$ cat src/rtl/mult_pkg.sv
// Shared types and defaults for the shift-and-add multiplier.
// State encoding and default operand width.
package mult_pkg;

    typedef enum logic [1:0] {
        IDLE,
        BUSY,
        DONE
    } mult_state_t;

    localparam int MULT_DEF_WIDTH = 8;

endpackage

$ cat src/rtl/shift_add_datapath.sv
// Shift-and-add datapath: accumulator, shifting multiplicand and multiplier.
// The next accumulator value is exported so the final add lands in product.
module shift_add_datapath #(
    parameter int WIDTH = 8
) (
    input  logic                 clk,
    input  logic                 rst,
    input  logic                 load_i,
    input  logic                 step_i,
    input  logic [WIDTH-1:0]     a_i,
    input  logic [WIDTH-1:0]     b_i,
    output logic [2*WIDTH-1:0]   acc_nxt_o
);

    logic [2*WIDTH-1:0] acc_q;
    logic [2*WIDTH-1:0] mcand_q;
    logic [WIDTH-1:0]   mplier_q;

    always_comb begin
        acc_nxt_o = acc_q;
        if (mplier_q[0]) begin
            acc_nxt_o = acc_q + mcand_q;
        end
    end

    always_ff @(posedge clk or posedge rst) begin
        if (rst) begin
            acc_q    <= '0;
            mcand_q  <= '0;
            mplier_q <= '0;
        end else if (load_i) begin
            acc_q    <= '0;
            mcand_q  <= {{WIDTH{1'b0}}, a_i};
            mplier_q <= b_i;
        end else if (step_i) begin
            acc_q    <= acc_nxt_o;
            mcand_q  <= mcand_q << 1;
            mplier_q <= mplier_q >> 1;
        end
    end

endmodule

$ cat src/rtl/shift_add_mult.sv
// Sequential unsigned shift-and-add multiplier, one multiplier bit per clock.
// Fixed latency: done is high WIDTH cycles after the accepting edge.
module shift_add_mult
    import mult_pkg::*;
#(
    parameter int WIDTH = MULT_DEF_WIDTH
) (
    input  logic                 clk,
    input  logic                 rst,
    input  logic                 start,
    input  logic [WIDTH-1:0]     a,
    input  logic [WIDTH-1:0]     b,
    output logic                 ready,
    output logic                 done,
    output logic [2*WIDTH-1:0]   product
);

    localparam int CW = (WIDTH > 1) ? $clog2(WIDTH) : 1;
    localparam logic [CW-1:0] LAST = CW'(WIDTH - 1);

    mult_state_t        state_q, state_d;
    logic [CW-1:0]      cnt_q, cnt_d;
    logic               done_q, done_d;
    logic [2*WIDTH-1:0] product_q, product_d;
    logic               load, step;
    logic [2*WIDTH-1:0] acc_nxt;

    shift_add_datapath #(
        .WIDTH(WIDTH)
    ) u_dp (
        .clk       (clk),
        .rst       (rst),
        .load_i    (load),
        .step_i    (step),
        .a_i       (a),
        .b_i       (b),
        .acc_nxt_o (acc_nxt)
    );

    always_comb begin
        state_d   = state_q;
        cnt_d     = cnt_q;
        done_d    = 1'b0;
        product_d = product_q;
        load      = 1'b0;
        step      = 1'b0;
        case (state_q)
            IDLE: begin
                if (start) begin
                    load    = 1'b1;
                    cnt_d   = '0;
                    state_d = BUSY;
                end
            end
            BUSY: begin
                step = 1'b1;
                if (cnt_q == LAST) begin
                    // Final iteration: capture the sum being written this edge
                    product_d = acc_nxt;
                    done_d    = 1'b1;
                    state_d   = DONE;
                end else begin
                    cnt_d = cnt_q + CW'(1);
                end
            end
            DONE: begin
                state_d = IDLE;
            end
            default: begin
                state_d = IDLE;
            end
        endcase
    end

    always_ff @(posedge clk or posedge rst) begin
        if (rst) begin
            state_q   <= IDLE;
            cnt_q     <= '0;
            done_q    <= 1'b0;
            product_q <= '0;
        end else begin
            state_q   <= state_d;
            cnt_q     <= cnt_d;
            done_q    <= done_d;
            product_q <= product_d;
        end
    end

    assign ready   = (state_q == IDLE);
    assign done    = done_q;
    assign product = product_q;

endmodule

$ cat config.mk
export PLATFORM = sky130hd
export DESIGN_NAME = shift_add_mult
export DESIGN_NICKNAME = d
export VERILOG_FILES = /design/src/rtl/mult_pkg.sv /design/src/rtl/shift_add_datapath.sv /design/src/rtl/shift_add_mult.sv
export SDC_FILE = /design/constraint.sdc
export NUM_CORES = 1
export LEC_CHECK = 0
export ABC_AREA = 0
export CORE_AREA = 2 2 100 102
export CTS_CLUSTER_SIZE = 25
export DETAILED_ROUTE_END_ITERATION = 16
export DIE_AREA = 0 0 102 104
export PLACE_DENSITY = 0.59
export SYNTH_ARGS = -nofsm -noshare
export SYNTH_HDL_FRONTEND = slang
export SYNTH_HIERARCHICAL = 1
export SYNTH_SLANG_ARGS = --single-unit
$ cat constraint.sdc
create_clock -name clk -period 4.19 [get_ports clk]
set_clock_uncertainty 0.1 [all_clocks]
set_input_delay 1.257 -clock clk [delete_from_list [all_inputs] [get_ports clk]]
set_output_delay 1.257 -clock clk [all_outputs]
set_load 0.005 [all_outputs]
==> run summary, run 1 <==
Run status -> complete, no violations
CP max stage delay -> 0.42 ns
First-pass GRT wire length -> 13,500 um
Main synth FF type -> dfrtp_1
Layout area overhead -> 15.2%
Post-CTS setup buffers -> 0
Total GRT Usage -> 16.0%
Synth Area in XOR/XNOR -> 3.10%
PostCTS Resize Cnt -> 0
Reg clk slew, reported paths -> 0.07 ns
Max-Cap Viols -> 0
Crit path capture type -> register
Count leader, synth -> dfrtp_1
First DRT Iteration DRCs -> 131
Placed wire-length estimate -> 5470 um
Layout net count -> 417
Initial antenna violation count -> 0
Layout fillers -> 957
CTS tree -> built
Fmax -> 338 MHz
CP Class -> register to register
Yosys reg bits -> 62
Final wirelength -> 7600 um
YS warnings -> 6
Slowest cell on the critical path -> fa_1
Hold WS -> 0.407 ns
Initial core utilization -> 38.4%
Worst Path Buf+Inv -> 0
CTS Sinks -> 62
Syn Area/Cell -> 10.5 um^2
Vias per cell -> 5.05
RSZ-0062 raised after global routing -> no
Place WS -> 1.17 ns
Gpl congestion -> 0.825
Synth area leaders -> dfrtp_1, mux2i_1, mux2_2
DRC viols -> 0
CP arrival -> 3.09 ns
Core area -> 0.00955 mm^2
Synth Area in Compound Gates -> 11.8%
Row cnt -> 36
Synth Instances -> 349
Largest family of logic cells by synthesized area -> multiplexers
Setup_tns -> 0 ns
Power Dens Cells -> 756 mW/mm^2
Cell seen most often among critical-path stages -> mux2_2
Asr flop ratio synth -> 100%
Mux share of post-synthesis cell area -> 17.2%
IO buf count -> 36
Peak supply drop -> 0.000306 V
CTS Buffer Depth -> 2
Fin crit share -> 70.7%
Vias in the first global route -> 2,725
Antenna-violating nets left -> 0
# setup viols final -> 0
H-tree Lvls -> 3
Antenna Cells -> 0
Share of layout cells above drive strength 1 -> 15.9%
Die height -> 104 um
Crit-path leading delay family -> compound AO/OA/AOI/OAI gates
Final worst slack -> 1.23 ns
Synth top area share -> 42.3%
P_leak -> 1.97 nW
Commonest cells post-synth -> dfrtp_1, nand2_1, mux2i_1, nor2_1, o21ai_0
Via Count -> 2,612
Largest net degree at the start of global routing -> 35
Die Wd -> 102 um
Non-Filler Instances -> 517
Synth area leader -> dfrtp_1
Full die area -> 0.0106 mm^2
Drt pass-1 iters -> 4
Final Power -> 0.00320 W
Final Slew Violations -> 0
Inserted Clock Buffers -> 9
Critical path fanouts, max -> 3
WL per Instance -> 14.7 um
CTS root buffer -> clkbuf_8
Synth Area in Adders -> 6.34%
Synthesized area -> 0.00367 mm^2
Global route overflow -> 0
Crit-path cells -> ha_1 -> fa_1 -> a211oi_1 -> o21bai_1 -> a21oi_1 -> o211ai_1 -> xor2_1 -> mux2_2 -> mux2_2
Synthesized Nets -> 386
Post-Synth Simple-Gate Area -> 13.3%
Max_slew headroom -> 35.9%
CP startpoint kind -> register
Worst Tran Pin Value -> 0.961 ns
Final hold vios -> 0
Tmin final -> 2.96 ns
Placed Cells -> 502
CTS Hold Bufs -> 0
Number of synthesized flops with an enable pin -> 0
I/O pin total -> 37
Seq/Total Area, Yosys -> 42.3%
HP Class -> register to register
Cell variety after synth -> 54
Clk_lat worst skew -> 0.34 ns
Req. time, crit path -> 4.32 ns
==> sequential cells by signal, summed over array words and instances, names as in the netlist <==
register and count:
done 1, cnt_q 3, u_dp/mplier_q 8, state_q 2, u_dp/acc_q 16, product 16
u_dp/mcand_q 16
==> final cells by class <==
class	instances	area [um^2]	area share [%]
Sequential cell	62	1550	36.7
Timing Repair Buffer	42	405	9.59
Multi-Input combinational cell	252	1900	44.9
Clock inverter	5	27.5	0.651
Tap cell	133	166	3.94
Inverter	13	48.8	1.15
Clock buffer	10	128	3.02
==> final timing paths <==
kind	startpoint	end	slack, ns	cells after the start
max in group asynchronous	rst	u_dp/mcand_q[12]	1.93	3
min	product[1]	product[1]	0.41	1
min reg2reg	product[1]	product[1]	0.41	1
min in group asynchronous	rst	product[3]	1.30	2
max reg2reg	u_dp/mcand_q[0]	product[14]	1.23	9
max	u_dp/mcand_q[0]	product[14]	1.23	9
==> layer usage <==
metal  track usage, %  vias to the layer above  wire length (um)
li1                 -                     1306                 -
met1             21.2                     1250              3560
met2             25.6                       46              3710
met3             3.90                       10               232
met4             4.95                        0                89
met5                0                        -                 0
==> report_power, final <==
group	switching (W)	leakage (nW)	internal, W
registers	0.000204	0.788	0.000860
logic	0.000838	1.10	0.000849
clock network	0.000239	0.0817	0.000207
==> logic make-up after synthesis <==
logic type	after synthesis
compound gates	67
flops	62
fa+ha+maj	18
xor+xnor	13
simple gates	98
mux	56
buf+inv	35
==> per-stage QoR <==
| stage | util [%] | instance area [um^2] |
|---|---|---|
| 2_1_floorplan | - | 3670 |
| 3_3_place_gp | 42.6 | 4070 |
| 3_5_place_dp | 42.6 | 4070 |
| 4_1_cts | 44.3 | 4230 |
| 5_1_grt | 44.3 | 4230 |
| 6_report | 44.3 | 4230 |
==> cells in the final DEF (no fill, tap or decap), drive strengths merged, types with 3 or more instances in the layout <==
cell type,instances
o211ai,5
nor3,4
clkbuf,10
nand4,5
o21ai,22
nand2,33
dfrtp,62
nand2b,3
buf,6
ha,17
o21bai,3
nand3,13
and2,5
clkdlybuf4s50,36
mux2,29
a21oi,17
clkinv,4
xnor2,7
o221ai,3
nor2,22
xor2,6
inv,13
and4,3
or4,3
mux2i,27
Power figures use the tool's default switching activity.
==> run 2: changes to the inputs <==
--- a/config.mk
+++ b/config.mk
@@ -10,7 +10,7 @@
 export CTS_CLUSTER_SIZE = 25
 export DETAILED_ROUTE_END_ITERATION = 16
 export DIE_AREA = 0 0 102 104
-export PLACE_DENSITY = 0.59
+export PLACE_DENSITY = 0.61
 export SYNTH_ARGS = -nofsm -noshare
 export SYNTH_HDL_FRONTEND = slang
 export SYNTH_HIERARCHICAL = 1
==> constraint.sdc (replaced) <==
create_clock -name clk -period 2.7 [get_ports clk]
set_clock_uncertainty 0.1 [all_clocks]
set_input_delay 0.81 -clock clk [delete_from_list [all_inputs] [get_ports clk]]
set_output_delay 0.81 -clock clk [all_outputs]
set_load 0.005 [all_outputs]
==> run 2 against run 1 <==
Register-to-register slack lost 1.1 ns. Via count grew 2.4%. Clock power grew 75%. Maximum frequency grew 13%. Sequential share of layout area shrank 1.5 points.
==> run summary, run 2 (synthesis results as in run 1) <==
Run status -> complete, no violations
Worst Tran Pin Value -> 0.531 ns (-0.431 ns)
Sw Share -> 39.1% (-0.97 points)
I/O pin total -> 37 (unchanged)
Max_slew headroom -> 64.6% (+29 points)
Peak supply drop -> 0.000516 V (+69%)
R2R depth -> 10 (+1)
First-pass GRT wire length -> 13,100 um (-3.1%)
CP Class -> register to register
Placed inst area -> 0.00415 mm^2 (+2.0%)
Post-route cell area -> 0.00440 mm^2 (+4.2%)
Drt pass-1 iters -> 4 (unchanged)
R2R Setup Slk -> 0.08 ns (-1.15 ns)
Vias in the first global route -> 2,653 (-2.6%)
Most frequent cells in the layout -> dfrtp_1, clkdlybuf4s50_1, nand2_1
Net Sw Power -> 0.00205 W (+60%)
Place WS -> -0.0394 ns (-1.20 ns)
WL per Instance -> 14.8 um (+0.55%)
Hold Startpoint -> product[3]
Clock group share of total power -> 14.9% (+1.0 points)
Row cnt -> 36 (unchanged)
Die Wd -> 102 um (unchanged)
CTS Buffer Depth -> 2 (unchanged)
RR Endpoint -> product[12]
Global route overflow -> 0 (unchanged)
Hold Path End -> product[3]
Antenna Cells -> 0 (unchanged)
Clk_lat worst skew -> 0.34 ns (about the same)
Final worst slack -> 0.0815 ns (-1.15 ns)
Tmin final -> 2.62 ns (-0.344 ns)
CP arrival -> 2.75 ns (-0.34 ns)
HP Class -> register to register
CTS Hold Bufs -> 0 (unchanged)
Critical path fanouts, max -> 2 (-1)
Initial core utilization -> 38.4% (unchanged)
IO buf count -> 36 (unchanged)
Fin crit share -> 97.0% (+26 points)
CTS tree -> built
Via Count -> 2,675 (+2.4%)
DRC viols -> 0 (unchanged)
Max-Cap Viols -> 0 (unchanged)
P_leak -> 2.05 nW (+4.1%)
Fmax -> 382 MHz (+13%)
Die height -> 104 um (unchanged)
Core area -> 0.00955 mm^2 (unchanged)
Inserted Clock Buffers -> 9 (unchanged)
Placed wire-length estimate -> 5590 um (+2.2%)
FF-to-FF Start -> u_dp/mcand_q[0]
Initial antenna violation count -> 0 (unchanged)
Register share of total power -> 31.9% (-1.4 points)
Req. time, crit path -> 2.83 ns (-1.49 ns)
Total GRT Usage -> 15.6% (-0.41 points)
Vias per cell -> 5.06 (about the same)
Gpl congestion -> 0.831 (+0.76%)
Antenna-violating nets left -> 0 (unchanged)
Most common cell after layout, fill and taps aside -> dfrtp_1
Int Pwr -> 0.00319 W (+67%)
Cells on Worst Hold Path -> 1 (unchanged)
H-tree Lvls -> 3 (unchanged)
First DRT Iteration DRCs -> 138 (+5.3%)
CP startpoint kind -> register
Crit path capture type -> register
Fin util -> 46.1% (+1.8 points)
Layout net count -> 428 (+2.6%)
Final hold vios -> 0 (unchanged)
Layout area overhead -> 20.0%
# setup viols final -> 0 (unchanged)
Final wirelength -> 7820 um (+2.9%)
Comb power frac -> 53.3% (+0.5 points)
CTS root buffer -> clkbuf_8
Largest net degree at the start of global routing -> 41 (+17%)
Share of layout cells above drive strength 1 -> 20.7% (+4.8 points)
Power Dens Cells -> 1190 mW/mm^2 (+57%)
Final Slew Violations -> 0 (unchanged)
Reg clk slew, reported paths -> 0.07 ns (about the same)
CTS Sinks -> 62 (unchanged)
Full die area -> 0.0106 mm^2 (unchanged)
run 2: cell count changes in the layout (fill, tap and decap cells not counted), moves of 2 or more:
cell,change
a21oi_2,+5
buf_4,+10
ha_2,+2
ha_1,-2
a21oi_1,-5
run 2: what timing repair did:
item | CTS | global route
buffers inserted | 0 | 2
hold endpoints to repair | 0 | 0
pin swaps | 0 | 7
resized for setup | 1 | 13
endpoints found under the setup margin | 2 | 6
run 2: through the flow:
stage / setup TNS [ns] / hold slack [ns] / std cells / total power [W]
after floorplan: 0 / 0.364 / 349 / 0.00365
after global placement: 0 / 0.398 / 511 / 0.00433
after detailed placement: -0.0394 / 0.397 / 511 / 0.00439
after CTS: 0 / 0.418 / 527 / 0.00520
after global routing: -0.000968 / 0.436 / 529 / 0.00568
final: 0 / 0.417 / 529 / 0.00524
run 2: cell type report:
cell class              instances  area, um^2
repair buffers                 53         500
flip-flops and latches         62        1550
clock buffers                  11         131
inverters                      13        48.8
multi-input cells             252        1950
well taps                     133         166
clock inverters                 5        50.0
fillers                       955        5150
run 2: how the worst max path moves through the flow:
stage,from,to,slack [ns],cells after the start
2_1_floorplan,u_dp/acc_q[0],product[14],0.03,9
3_3_place_gp,u_dp/acc_q[0],product[14],0.008,9
3_5_place_dp,u_dp/acc_q[0],product[14],-0.04,9
4_1_cts,u_dp/acc_q[0],product[14],0.02,9
5_1_grt,u_dp/mcand_q[0],product[12],-0.001,10
6_report,u_dp/mcand_q[0],product[12],0.08,10
run 2: power groups by stage:
stage	sequential (W)	combinational, W	clock, W
2_1_floorplan	0.00158	0.00207	0
3_3_place_gp	0.00168	0.00265	0
3_5_place_dp	0.00169	0.00270	0
4_1_cts	0.00168	0.00272	0.000803
5_1_grt	0.00172	0.00311	0.000847
6_report	0.00167	0.00279	0.000780
run 2: metal layers:
layer,part of all wire (%),global-route usage (%)
met1,46,20.4
met2,50,25.1
met3,2.7,3.63
met4,0.96,5.43
met5,0,0
run 2: worst max-delay path: stages, from the launching register on:
cell	delay, ns
dfrtp_1	0.38
ha_2	0.21
fa_2	0.42
a211oi_4	0.28
buf_4	0.15
o211ai_1	0.09
nand2_1	0.12
o21ai_1	0.09
xor2_1	0.17
mux2_4	0.26
mux2_4	0.25
==> run 3: changes to the inputs <==
--- a/config.mk
+++ b/config.mk
@@ -7,10 +7,9 @@
 export LEC_CHECK = 0
 export ABC_AREA = 0
 export CORE_AREA = 2 2 100 102
-export CTS_CLUSTER_SIZE = 25
 export DETAILED_ROUTE_END_ITERATION = 16
 export DIE_AREA = 0 0 102 104
-export PLACE_DENSITY = 0.61
+export PLACE_DENSITY = 0.59
 export SYNTH_ARGS = -nofsm -noshare
 export SYNTH_HDL_FRONTEND = slang
 export SYNTH_HIERARCHICAL = 1
==> constraint.sdc (replaced) <==
create_clock -name clk -period 3.05 [get_ports clk]
set_clock_uncertainty 0.1 [all_clocks]
set_input_delay 0.915 -clock clk [delete_from_list [all_inputs] [get_ports clk]]
set_output_delay 0.915 -clock clk [all_outputs]
set_load 0.005 [all_outputs]
==> run 3 against run 2 <==
Sequential share of layout area grew 0.96 points. Global-route usage shrank 0.30 points. Clock power shrank 11%. Non-clock buffer count shrank 9. Maximum frequency shrank 5.7%. Critical endpoint is now product[14]. Critical path depth shrank 1. Core utilization shrank 1.2 points. Hold slack lost 0.0095 ns.
==> run summary, run 3 (synthesis results as in run 1) <==
Cells on Worst Hold Path -> 1 (unchanged)
Post-route cell area -> 0.00429 mm^2 (-2.6%)
Peak supply drop -> 0.000465 V (-10%)
CP Class -> register to register
Antenna Cells -> 0 (unchanged)
Drt pass-1 iters -> 4 (unchanged)
Run status -> complete, no violations
Layout net count -> 419 (-2.1%)
# setup viols final -> 0 (unchanged)
First-pass GRT wire length -> 12,800 um (-1.7%)
Sequential cell area -> 0.00155 mm^2 (unchanged)
Final wirelength -> 7620 um (-2.5%)
Reg clk slew, reported paths -> 0.06 ns (about the same)
Crit path capture type -> register
Antenna-violating nets left -> 0 (unchanged)
Req. time, crit path -> 3.18 ns (+0.35 ns)
First DRT Iteration DRCs -> 86 (-38%)
Non-Filler Instances -> 519 (-1.9%)
Via Count -> 2,647 (-1.0%)
Most frequent cells in the layout -> dfrtp_1, clkdlybuf4s50_1, nand2_1
FF-to-FF Start -> u_dp/acc_q[0]
Die Wd -> 102 um (unchanged)
Hold Startpoint -> state_q[1]
RSZ-0062 raised after global routing -> no
IO buf count -> 36 (unchanged)
Global route overflow -> 0 (unchanged)
Max_slew headroom -> 64.0% (-0.65 points)
Power Dens Cells -> 1050 mW/mm^2 (-12%)
Setup_tns -> 0 ns (unchanged)
Fmax -> 360 MHz (-5.7%)
Layout fillers -> 939 (-1.7%)
Row cnt -> 36 (unchanged)
Largest net degree at the start of global routing -> 44 (+7.3%)
Placed Cells -> 504 (-1.4%)
Most common cell after layout, fill and taps aside -> dfrtp_1
CTS root buffer -> clkbuf_8
Initial antenna violation count -> 0 (unchanged)
Tmin final -> 2.78 ns (+0.158 ns)
Full die area -> 0.0106 mm^2 (unchanged)
Area of the multi-input gates -> 0.00190 mm^2 (-2.6%)
Die height -> 104 um (unchanged)
Total GRT Usage -> 15.3% (-0.30 points)
Final Slew Violations -> 0 (unchanged)
R2R depth -> 9 (-1)
Fin crit share -> 91.0% (-6.0 points)
CTS Sinks -> 62 (unchanged)
I/O pin total -> 37 (unchanged)
HP Class -> register to register
Critical path fanouts, max -> 3 (+1)
Clk_lat worst skew -> 0.34 ns (about the same)
DRC viols -> 0 (unchanged)
Max-Cap Viols -> 0 (unchanged)
WL per Instance -> 14.7 um (-0.63%)
Source of the critical timing path -> u_dp/acc_q[0]
Final hold vios -> 0 (unchanged)
Placed inst area -> 0.00410 mm^2 (-1.3%)
CP startpoint kind -> register
Post-CTS setup buffers -> 0 (unchanged)
Placed wire-length estimate -> 5420 um (-3.1%)
Vias in the first global route -> 2,690 (+1.4%)
Gpl congestion -> 0.837 (+0.73%)
P_leak -> 2.00 nW (-2.8%)
Core area -> 0.00955 mm^2 (unchanged)
Initial core utilization -> 38.4% (unchanged)
Vias per cell -> 5.10 (+0.86%)
Layout area overhead -> 16.8%
CTS Buffer Depth -> 2 (unchanged)
CTS Hold Bufs -> 0 (unchanged)
H-tree Lvls -> 3 (unchanged)
Worst Tran Pin Value -> 0.540 ns (+0.00975 ns)
Final Power -> 0.00451 W (-14%)
CTS tree -> built
Share of layout cells above drive strength 1 -> 15.8% (-4.9 points)
Inserted Clock Buffers -> 9 (unchanged)
CP arrival -> 2.90 ns (+0.15 ns)
## run 3: per-stage QoR
stage               setup slack, ns  hold slack [ns]  utilization [%]
finish                        0.274            0.407             44.9
global route                  0.107            0.430             44.9
floorplan                     0.380            0.364                -
CTS                           0.173            0.416             44.8
detailed placement            0.200            0.399             42.9
global placement              0.261            0.395             42.9
## run 3: where the power goes
part	total (W)	leakage, nW	switching, W	internal [W]
clock	0.000694	0.0908	0.000297	0.000397
sequential	0.00148	0.788	0.000295	0.00118
combinational	0.00234	1.12	0.00115	0.00118
total	0.00451	2.00	0.00175	0.00276
## run 3: what timing repair did
action                                 in CTS  in global routing
setup endpoints to repair                   0                  1
endpoints found under the hold margin       0                  0
gates resized for setup                     0                  1
## run 3: worst paths after layout
kind	endpoint	slack (ns)
worst min-delay path	state_q[0]	0.41
max in group asynchronous	u_dp/mplier_q[1]	1.55
worst max-delay path	product[14]	0.27
min in group asynchronous	product[3]	0.83
worst min register to register	state_q[0]	0.41
worst max register to register	product[14]	0.27
## run 3: layer usage
layer / vias up / track usage, % / wire length (um) / part of all wire, %
li1: 1308 / - / - / -
met1: 1286 / 18.9 / 3540 / 46
met2: 41 / 25.6 / 3750 / 49
met3: 12 / 3.63 / 195 / 2.6
met4: 0 / 5.62 / 133 / 1.7
met5: - / 0 / 0 / 0
## run 3: layout make-up
| class | count | share of cell area, % |
|---|---|---|
| Multi-Input combinational cell | 252 | 44.4 |
| Tap cell | 133 | 3.88 |
| Sequential cell | 62 | 36.2 |
| Clock inverter | 1 | 0.701 |
| Timing Repair Buffer | 44 | 10.1 |
| Inverter | 13 | 1.14 |
| Clock buffer | 14 | 3.56 |
## run 3: critical path, cell delays in order (launching register included)
cell      delay, ns
dfrtp_1        0.40
ha_1           0.23
fa_1           0.45
a211oi_2       0.29
o21bai_1       0.14
a21oi_1        0.24
o211ai_1       0.14
xor2_1         0.15
mux2_2         0.26
mux2_2         0.26
